--- config.mk ---
export PLATFORM = sky130hd
export DESIGN_NAME = sram_dump_flat
export DESIGN_NICKNAME = d
export VERILOG_FILES = /design/src/rtl/sram_pkg.sv /design/src/rtl/sram_dump_if.sv /design/src/rtl/sram_dump_txsync.sv /design/src/rtl/sram_dump.sv /design/src/flat_wrapper.sv
export SDC_FILE = /design/constraint.sdc
export NUM_CORES = 1
export LEC_CHECK = 0
export BUFFER_PORTS_ARGS = -buffer_cell sky130_fd_sc_hd__buf_2
export CAP_MARGIN = 0
export CORE_UTILIZATION = 55
export DETAILED_ROUTE_END_ITERATION = 10
export PLACE_DENSITY = 0.76
export SLEW_MARGIN = 20
export SYNTH_ARGS = -nofsm -noshare
export SYNTH_HDL_FRONTEND = slang
export SYNTH_HIERARCHICAL = 1
export SYNTH_SLANG_ARGS = --single-unit
--- constraint.sdc ---
create_clock -name clock4 -period 3.7 [get_ports clock4]
set_clock_uncertainty 0.15 [all_clocks]
set_input_delay 0.74 -clock clock4 [delete_from_list [all_inputs] [get_ports clock4]]
set_output_delay 0.74 -clock clock4 [all_outputs]
set_load 0.03 [all_outputs]
--- src/rtl/sram_pkg.sv ---
// Shared SRAM-side definitions: dump engine states, header length and the SRAM byte-address width.
package sram_pkg;

  localparam int SRAM_ADDR_W = 19;
  localparam int HDR_BYTES   = 8;

  typedef enum logic [2:0] {
    S_HDR   = 3'd0,
    S_READ  = 3'd1,
    S_SEND  = 3'd2,
    S_DRAIN = 3'd3,
    S_CSUM  = 3'd4
  } dump_state_e;

endpackage

--- src/rtl/sram_dump_if.sv ---
// UART receive, SRAM read port and UART transmit signals of the dump engine; master is the engine side.
interface sram_dump_if
  import sram_pkg::*;
#(
  parameter int ADDR_W = SRAM_ADDR_W
);
  logic [7:0]        uart_data;
  logic              uart_recv;
  logic [ADDR_W-1:0] ram_address;
  logic              ram_load;
  logic [7:0]        ram_indata;
  logic [7:0]        tx_data;
  logic              tx_send;
  logic              tx_busy;

  modport master (
    output ram_address, ram_load, tx_data, tx_send,
    input  uart_data, uart_recv, ram_indata, tx_busy
  );

  modport slave (
    input  ram_address, ram_load, tx_data, tx_send,
    output uart_data, uart_recv, ram_indata, tx_busy
  );
endinterface

--- src/rtl/sram_dump_txsync.sv ---
// Synchronises the slow-domain tx_busy and runs one request/ack/drain handshake per byte with uarttx.
// abort_i drops the request at once; a byte uarttx already took still finishes on the wire.
module sram_dump_txsync (
  input  logic       clock4,
  input  logic       resetn,
  input  logic       abort_i,
  input  logic       start_i,
  input  logic [7:0] data_i,
  input  logic       tx_busy_i,
  output logic [7:0] tx_data_o,
  output logic       tx_send_o,
  output logic       acked_o,
  output logic       done_o
);
  typedef enum logic [1:0] {H_IDLE, H_SEND, H_DRAIN} hs_e;

  hs_e        hs_q;
  logic       busy_s1_q, busy_s2_q;
  logic [7:0] tx_data_q;
  logic       tx_send_q;

  always_ff @(posedge clock4 or negedge resetn) begin
    if (!resetn) begin
      hs_q      <= H_IDLE;
      busy_s1_q <= 1'b0;
      busy_s2_q <= 1'b0;
      tx_data_q <= 8'h00;
      tx_send_q <= 1'b0;
    end else begin
      busy_s1_q <= tx_busy_i;
      busy_s2_q <= busy_s1_q;
      if (abort_i) begin
        hs_q      <= H_IDLE;
        tx_send_q <= 1'b0;
      end else begin
        case (hs_q)
          H_IDLE: if (start_i) begin
            tx_data_q <= data_i;
            tx_send_q <= 1'b1;
            hs_q      <= H_SEND;
          end
          H_SEND: if (busy_s2_q) begin
            tx_send_q <= 1'b0;
            hs_q      <= H_DRAIN;
          end
          H_DRAIN: if (!busy_s2_q) hs_q <= H_IDLE;
          default: hs_q <= H_IDLE;
        endcase
      end
    end
  end

  assign tx_data_o = tx_data_q;
  assign tx_send_o = tx_send_q;
  assign acked_o   = (hs_q == H_SEND) && busy_s2_q;
  assign done_o    = (hs_q == H_DRAIN) && !busy_s2_q;
endmodule

--- src/rtl/sram_dump.sv ---
// UART-commanded SRAM readback: 8-byte big-endian address/count header, then count bytes streamed to uarttx.
// Define SRAM_DUMP_CHECKSUM_EN to append a mod-256 sum byte after every non-empty dump.
module sram_dump
  import sram_pkg::*;
#(
  parameter int ADDR_W    = SRAM_ADDR_W,
  parameter int READ_WAIT = 2
) (
  input  logic        clock4,
  input  logic        resetn,
  input  logic        dump,
  sram_dump_if.master bus,
  output logic        active
);
  dump_state_e       state_q;
  logic [2:0]        hdr_idx_q;
  logic [31:0]       addr_q;
  logic [31:0]       count_q;
  logic [3:0]        wait_q;
  logic              recv_d_q;
  logic [ADDR_W-1:0] ram_address_q;
  logic              ram_load_q;
  logic              active_q;
  logic              new_byte;
  logic              tx_start;
  logic              tx_acked;
  logic              tx_done;
  logic [7:0]        tx_byte;
  logic [7:0]        tx_data_w;
  logic              tx_send_w;
  logic [31:0]       count_shift;
  logic [31:0]       addr_next;
`ifdef SRAM_DUMP_CHECKSUM_EN
  logic [7:0]        sum_q;
`endif

  assign new_byte    = bus.uart_recv & ~recv_d_q;
  assign count_shift = {count_q[23:0], bus.uart_data};
  // Only the SRAM-visible bits advance, so the address wraps inside the device.
  assign addr_next   = {addr_q[31:ADDR_W], addr_q[ADDR_W-1:0] + ADDR_W'(1)};

  always_comb begin
    tx_start = 1'b0;
    tx_byte  = bus.ram_indata;
    if (state_q == S_READ && wait_q == 4'd0) tx_start = 1'b1;
`ifdef SRAM_DUMP_CHECKSUM_EN
    if (state_q == S_CSUM) begin
      tx_start = 1'b1;
      tx_byte  = sum_q;
    end
`endif
  end

  sram_dump_txsync u_txsync (
    .clock4    (clock4),
    .resetn    (resetn),
    .abort_i   (~dump),
    .start_i   (tx_start),
    .data_i    (tx_byte),
    .tx_busy_i (bus.tx_busy),
    .tx_data_o (tx_data_w),
    .tx_send_o (tx_send_w),
    .acked_o   (tx_acked),
    .done_o    (tx_done)
  );

  always_ff @(posedge clock4 or negedge resetn) begin
    if (!resetn) begin
      state_q       <= S_HDR;
      hdr_idx_q     <= 3'd0;
      addr_q        <= 32'd0;
      count_q       <= 32'd0;
      wait_q        <= 4'd0;
      recv_d_q      <= 1'b0;
      ram_address_q <= '0;
      ram_load_q    <= 1'b0;
      active_q      <= 1'b0;
`ifdef SRAM_DUMP_CHECKSUM_EN
      sum_q         <= 8'h00;
`endif
    end else if (!dump) begin
      state_q    <= S_HDR;
      hdr_idx_q  <= 3'd0;
      ram_load_q <= 1'b0;
      active_q   <= 1'b0;
      recv_d_q   <= 1'b0;
    end else begin
      recv_d_q <= bus.uart_recv;
      case (state_q)
        S_HDR: if (new_byte) begin
          active_q  <= 1'b1;
          hdr_idx_q <= hdr_idx_q + 3'd1;
          if (!hdr_idx_q[2]) addr_q  <= {addr_q[23:0], bus.uart_data};
          else               count_q <= count_shift;
          if (hdr_idx_q == 3'(HDR_BYTES - 1)) begin
            if (count_shift == 32'd0) begin
              active_q <= 1'b0;
            end else begin
              state_q       <= S_READ;
              ram_address_q <= addr_q[ADDR_W-1:0];
              ram_load_q    <= 1'b1;
              wait_q        <= 4'(READ_WAIT);
`ifdef SRAM_DUMP_CHECKSUM_EN
              sum_q         <= 8'h00;
`endif
            end
          end
        end
        S_READ: begin
          if (wait_q == 4'd0) begin
            ram_load_q <= 1'b0;
            state_q    <= S_SEND;
`ifdef SRAM_DUMP_CHECKSUM_EN
            sum_q      <= sum_q + bus.ram_indata;
`endif
          end else begin
            wait_q <= wait_q - 4'd1;
          end
        end
        S_SEND: if (tx_acked) state_q <= S_DRAIN;
        S_DRAIN: if (tx_done) begin
`ifdef SRAM_DUMP_CHECKSUM_EN
          // count is already zero only after the checksum byte itself drained.
          if (count_q == 32'd0) begin
            state_q  <= S_HDR;
            active_q <= 1'b0;
          end else begin
            addr_q  <= addr_next;
            count_q <= count_q - 32'd1;
            if (count_q == 32'd1) begin
              state_q <= S_CSUM;
            end else begin
              state_q       <= S_READ;
              ram_address_q <= addr_next[ADDR_W-1:0];
              ram_load_q    <= 1'b1;
              wait_q        <= 4'(READ_WAIT);
            end
          end
`else
          addr_q  <= addr_next;
          count_q <= count_q - 32'd1;
          if (count_q == 32'd1) begin
            state_q  <= S_HDR;
            active_q <= 1'b0;
          end else begin
            state_q       <= S_READ;
            ram_address_q <= addr_next[ADDR_W-1:0];
            ram_load_q    <= 1'b1;
            wait_q        <= 4'(READ_WAIT);
          end
`endif
        end
        S_CSUM: state_q <= S_SEND;
        default: state_q <= S_HDR;
      endcase
    end
  end

  assign bus.ram_address = ram_address_q;
  assign bus.ram_load    = ram_load_q;
  assign bus.tx_data     = tx_data_w;
  assign bus.tx_send     = tx_send_w;
  assign active          = active_q;
endmodule

--- src/flat_wrapper.sv ---
// flat-port wrapper written by rule: the top's interface ports become plain ports
module sram_dump_flat import sram_pkg::*;
#(
  parameter int ADDR_W    = SRAM_ADDR_W,
  parameter int READ_WAIT = 2
)
  (clock4, resetn, dump, active, bus_ram_address, bus_ram_load, bus_tx_data, bus_tx_send, bus_uart_data, bus_uart_recv, bus_ram_indata, bus_tx_busy);
  sram_dump_if #(.ADDR_W(ADDR_W)) bus_i ();
  input  logic clock4;
  input  logic resetn;
  input  logic dump;
  output logic active;
  output wire logic [$bits(bus_i.ram_address)-1:0] bus_ram_address;
  output wire logic [$bits(bus_i.ram_load)-1:0] bus_ram_load;
  output wire logic [$bits(bus_i.tx_data)-1:0] bus_tx_data;
  output wire logic [$bits(bus_i.tx_send)-1:0] bus_tx_send;
  input wire logic [$bits(bus_i.uart_data)-1:0] bus_uart_data;
  input wire logic [$bits(bus_i.uart_recv)-1:0] bus_uart_recv;
  input wire logic [$bits(bus_i.ram_indata)-1:0] bus_ram_indata;
  input wire logic [$bits(bus_i.tx_busy)-1:0] bus_tx_busy;
  assign bus_ram_address = bus_i.ram_address;
  assign bus_ram_load = bus_i.ram_load;
  assign bus_tx_data = bus_i.tx_data;
  assign bus_tx_send = bus_i.tx_send;
  assign bus_i.uart_data = bus_uart_data;
  assign bus_i.uart_recv = bus_uart_recv;
  assign bus_i.ram_indata = bus_ram_indata;
  assign bus_i.tx_busy = bus_tx_busy;
  sram_dump #(.ADDR_W(ADDR_W), .READ_WAIT(READ_WAIT)) u_core (.clock4(clock4), .resetn(resetn), .dump(dump), .bus(bus_i), .active(active));
endmodule
======== Word-level counts from Yosys, hierarchy flattened ========
Index checks and enable logic that the tools add are counted.
Widths: inputs -> output; s select.
word-level totals
  bits in registers ....................... 96
  bits of input ports ..................... 21
  output and inout bits ................... 30
  word-level logic and storage cells ...... 132
cells by class
  add/subtract/negate cells ............... 4
  equality and inequality tests ........... 32
  mux-type cells .......................... 59
  bitwise gates (word level) .............. 2
  reductions and logical operators ........ 21
operator list
  operator               number
  $mux 19                8
  $mux 32                3
  $pmux 19 s2            2
  $pmux 32 s2            1
  $eq 32x1->1 const B    1
  $logic_not 32->1       1
  $sub 32x1->32 const B  1
  $mux 3                 10
  $mux 4                 6
  $add 19x1->19 const B  1
  $mux 1                 19
  $ne 3x2->1 const B     6
  $ne 3x3->1 const B     5
  $pmux 3 s5             1
  $reduce_and 7->1       2
  $ne 2x1->1 const B     6
  $pmux 4 s3             1
  $reduce_and 5->1       2
  $reduce_and 3->1       3
  $mux 2                 4
  $ne 2x2->1 const B     4
  $reduce_and 8->1       1
  $eq 3x2->1 const B     2
  $eq 3x3->1 const B     2
  other kinds (22)       26

======== Depth between registers and ports, before layout ========
  word-level depth ........................ 6
  mapped depth ............................ 10
  depth with buffers taken out ............ 7

======== Hierarchy ========
The synthesis kept the hierarchy.
modules (own cells, without submodules)
  module            times used  cells an instance  area each (um2)  seq. area each (um2)
  sram_dump         1           578                5330.1           2052.0
  sram_dump_txsync  1           35                 518.0            325.3

======== Worst setup path before layout ========
OpenSTA, ideal clock, no wires.
  kind .................................... register -> register
  from .................................... reg u_core.count_q[12]
  to ...................................... reg u_core.ram_address_q[10] (netlist: u_core/bus.ram_address[10])
  setup time .............................. 0.125 ns
  arrival ................................. 2.341 ns
  data required time ...................... 3.425 ns
  slack ................................... 1.084 ns
  stages on the path, launching flop included .. 9
  cell sequence ........................... dfrtp_1 > buf_6 > or4_4 > nor4_4 > and4_1 > buf_6 > nor4_4 > buf_12 > mux2_4
on the way
  longest elaborated chain between the ends .. 3
  elaborated cells on any way between the ends .. 5
RTL lines
  what                                             RTL line                           text
  from (decl)                                      sram_dump.sv:18                    logic [31:0] count_q;
  from (signal assigned)                           sram_dump.sv:94                    else count_q <= count_shift;
  from (signal assigned)                           sram_dump.sv:141                   count_q <= count_q - 32'd1;
  $eq 32x1->1 or $logic_not 32->1 (tied branches)  sram_dump.sv:142, sram_dump.sv:96
  $ne 2x2->1 (no line)                             n/a
  $reduce_and 7->1 (no line) *                     n/a
  to (signal assigned)                             sram_dump.sv:100                   ram_address_q <= addr_q[ADDR_W-1:0];
  to (signal assigned)                             sram_dump.sv:147                   ram_address_q <= addr_next[ADDR_W-1:0];
  to (decl)                                        sram_dump.sv:21                    logic [ADDR_W-1:0] ram_address_q;
Mark *: on every way between the ends. The rest lies on a longest branch, timed or not.
A chain may end at the register's enable or synchronous reset.

======== Worst setup path after layout ========
  from .................................... reg u_core.count_q[6]
  to ...................................... reg u_core.ram_address_q[12] (netlist: u_core/bus.ram_address[12])
Same word-level chain as after synthesis.

==> results by group <==
Timing
  • Fmax: slightly above 0.3 GHz
  • Unrepaired setup endpoints after global routing: false
  • Final period utilization: 0.881
  • Final Hold Viols: 0
  • Slew HR: 0.344
  • Worst Tran Pin Value: between 900 and 1000 ps
  • Setup Total Neg Slack: 0 ps
  • Max Slew Vio Count: 0
  • Minimum clock period: between 3000 and 4000 ps
  • # setup viols final: 0

GRT
  • Vias in the first global route: about 4800
  • GRT Residual Overflow: 0
  • GRT Total Usage: 0.263
  • Initial antenna violation count: 0
  • Global-route wire length before repair: around 23000 um
  • Pin count of the biggest net entering global routing: 67

Critical path
  • Crit path max fanout: 19
  • Setup crit end kind: flop
  • Setup CP Type: flop to flop
  • R2R Setup Slk: roughly 440 ps
  • Worst Path Arrival: 3370 ps
  • CP required: between 3000 and 4000 ps
  • Crit path launch type: flop

Pwr
  • Pwr Total: approximately 5.3 mW
  • Maximum vdd drop: 375 uV
  • Cell Pwr Density: between 800 and 900 nW/um2
  • Static Leak: 2.56 nW

Placement
  • Input/output buffers: 50
  • Dpl cell area: around 6000 um2
  • HPWL Detailed: 9310 um
  • GP Congestion: 0.860

Synthesis
  • Async set-reset flop share out of synthesis: 1.00
  • Number of flops mapped to enable cells by yosys: 0
  • Cell taking the most area after synthesis: dfrtp_1
  • Netlist Area Pre-Place: 5850 um2
  • Mapped Avg Cell Area: roughly 9.5 um2
  • Warnings, synthesis: 6
  • Share of the synthesized area in the top cell type: 0.407
  • Count leader, synth: dfrtp_1
  • Syn nets: 645
  • Commonest cells in the netlist: dfrtp_1, a21oi_1, nand2_1, o22ai_1, o21ai_0
  • Synth top area cells: dfrtp_1, a21oi_1, o22ai_1, mux2_2, nand2_1
  • Primary FF master, synth: dfrtp_1
  • Synth unique cells: 72
  • Synthesized instance count: just over 600
  • Yosys reg bits: between 90 and 100
  • Register area share after synthesis: 0.407

Floorplan
  • Die area: 11000 um2
  • Die Ht: between 100 and 150 um
  • Die X: about 110 um
  • Initial core utilization: 0.566
  • Boundary Pins: 51
  • FP Rows: 37
  • Placeable core area: 10300 um2

Route
  • DRC viols: 0
  • Post-DR wirelength/cell: between 15 and 20 um
  • Via count: between 5000 and 6000
  • DR pass1 iterations: 5
  • Drt initial violations: between 300 and 400
  • Final antenna-violating net count: 0
  • Routed vias/inst: 6.57
  • Final WL: ~14000 um

CTS
  • Clk buf depth: 2
  • Post-cts resize count: 0
  • Clk root buf: clkbuf_8
  • Hold_buf cts: 0
  • Worst skew pair latency: between 300 and 400 ps
  • Clock-pin transition on the worst setup and hold timing paths: about 110 ps
  • CTS tree: done
  • H-tree Lvls: 3
  • CTS Buf Count: 9
  • CTS Sinks: between 90 and 100
  • # Post-CTS Setup Buffers: 0

Worst hold path
  • Worst Hold Class: flop to flop

Finish
  • Area Growth Syn to Fin: 6.57%
  • Final Instance Area: 6230 um2
  • Final Net Count: between 600 and 700
  • Share of cells above drive strength 1: 0.198
  • ANT cells: 0

Run
  • Max_cap viols: 0

Run status
  • Status: completed
==> critical path: stages (launching register included) <==
cell and delay, ps:
dfrtp_1 470, or4_1 690, nor4_1 720, and4_1 490, nor4_4 50, buf_4 250
mux2_4 320
==> sequential cells by signal, indices dropped and copies added, names as in the netlist <==
register	count
u_core/u_txsync/tx_data_o	8
u_core/active	1
u_core/hdr_idx_q	3
u_core/wait_q	4
u_core/recv_d_q	1
u_core/u_txsync/tx_send_o	1
u_core/bus.ram_address	19
u_core/addr_q	19
u_core/bus.ram_load	1
u_core/u_txsync/busy_s2_q	1
u_core/u_txsync/busy_s1_q	1
u_core/count_q	32
u_core/u_txsync/hs_q	2
u_core/state_q	2
==> cell families after synthesis <==
group           after synthesis  share of synthesized area
flops                        95                      0.407
simple gates                213                      0.210
compound gates              170                      0.187
buf+inv                      66                     0.0657
xor+xnor                     20                     0.0300
fa+ha+maj                    11                     0.0235
mux                          38                     0.0779
==> layer usage <==
metal | share of wire | global-route usage | vias to the layer above | wire, um
met4 | 0.022 | 0.0895 | 0 | 308
li1 | - | - | 2332 | -
met2 | 0.48 | 0.424 | 264 | 6640
met1 | 0.43 | 0.357 | 2448 | 5950
met3 | 0.074 | 0.0449 | 31 | 1030
met5 | 0 | 0 | - | 0
==> stage by stage <==
| stage | hold WS, ps | setup slack (ps) | cells | utilization |
|---|---|---|---|---|
| floorplan | 181 | 1080 | 613 | - |
| global placement | 188 | 653 | 756 | 0.583 |
| detailed placement | 207 | 591 | 756 | 0.583 |
| CTS | 231 | 540 | 772 | 0.604 |
| global route | 246 | 377 | 772 | 0.604 |
| finish | 224 | 439 | 772 | 0.604 |
==> final timing paths <==
path | startpoint | to | cells after the start
worst max-delay path | u_core/count_q[6] | u_core/bus.ram_address[12] | 6
worst min-delay path | u_core/u_txsync/busy_s1_q | u_core/u_txsync/busy_s2_q | 0
worst max register to register | u_core/count_q[6] | u_core/bus.ram_address[12] | 6
worst min register to register | u_core/u_txsync/busy_s1_q | u_core/u_txsync/busy_s2_q | 0
max in group asynchronous | resetn | u_core/addr_q[15] | 2
min in group asynchronous | resetn | u_core/count_q[3] | 1
==> report_power, final <==
part	internal (mW)	total (mW)	switching, mW	leakage [nW]
sequential	1.46	2.06	0.601	1.16
combinational	1.04	2.51	1.47	1.29
clock	0.328	0.745	0.417	0.104
total	2.83	5.32	2.48	2.56
==> placed cells by master, fill, tap and decap left out, types with 4 or more instances in the layout <==
cell type and count:
mux2_2 17, nor2b_1 4, buf_2 49, nand2_1 44, nor3b_1 4, o21ai_0 31
dfrtp_1 95, o31ai_1 4, a2bb2oi_1 8, and3_1 12, buf_4 9, ha_1 10
nor2_1 27, o221a_2 4, nand4_1 23, clkbuf_8 9, a21oi_1 49, inv_1 14
o22ai_1 36, nor4_1 12, nand2b_1 6, a31oi_1 6, mux2_4 10, mux2i_1 8
nand3_1 28, nor3_1 19, or4_1 4, o211ai_1 10, xnor2_1 18
==> cell type report <==
type / count / area (um2)
fill: 884 / 4090
clock buffer: 9 / 124
sequential: 95 / 2380
timing repair buffer: 59 / 333
multi-input combinational: 452 / 3090
inverter: 14 / 52.6
clock inverter: 7 / 86.3
tap: 136 / 170
(Power assumes the default switching activity.)
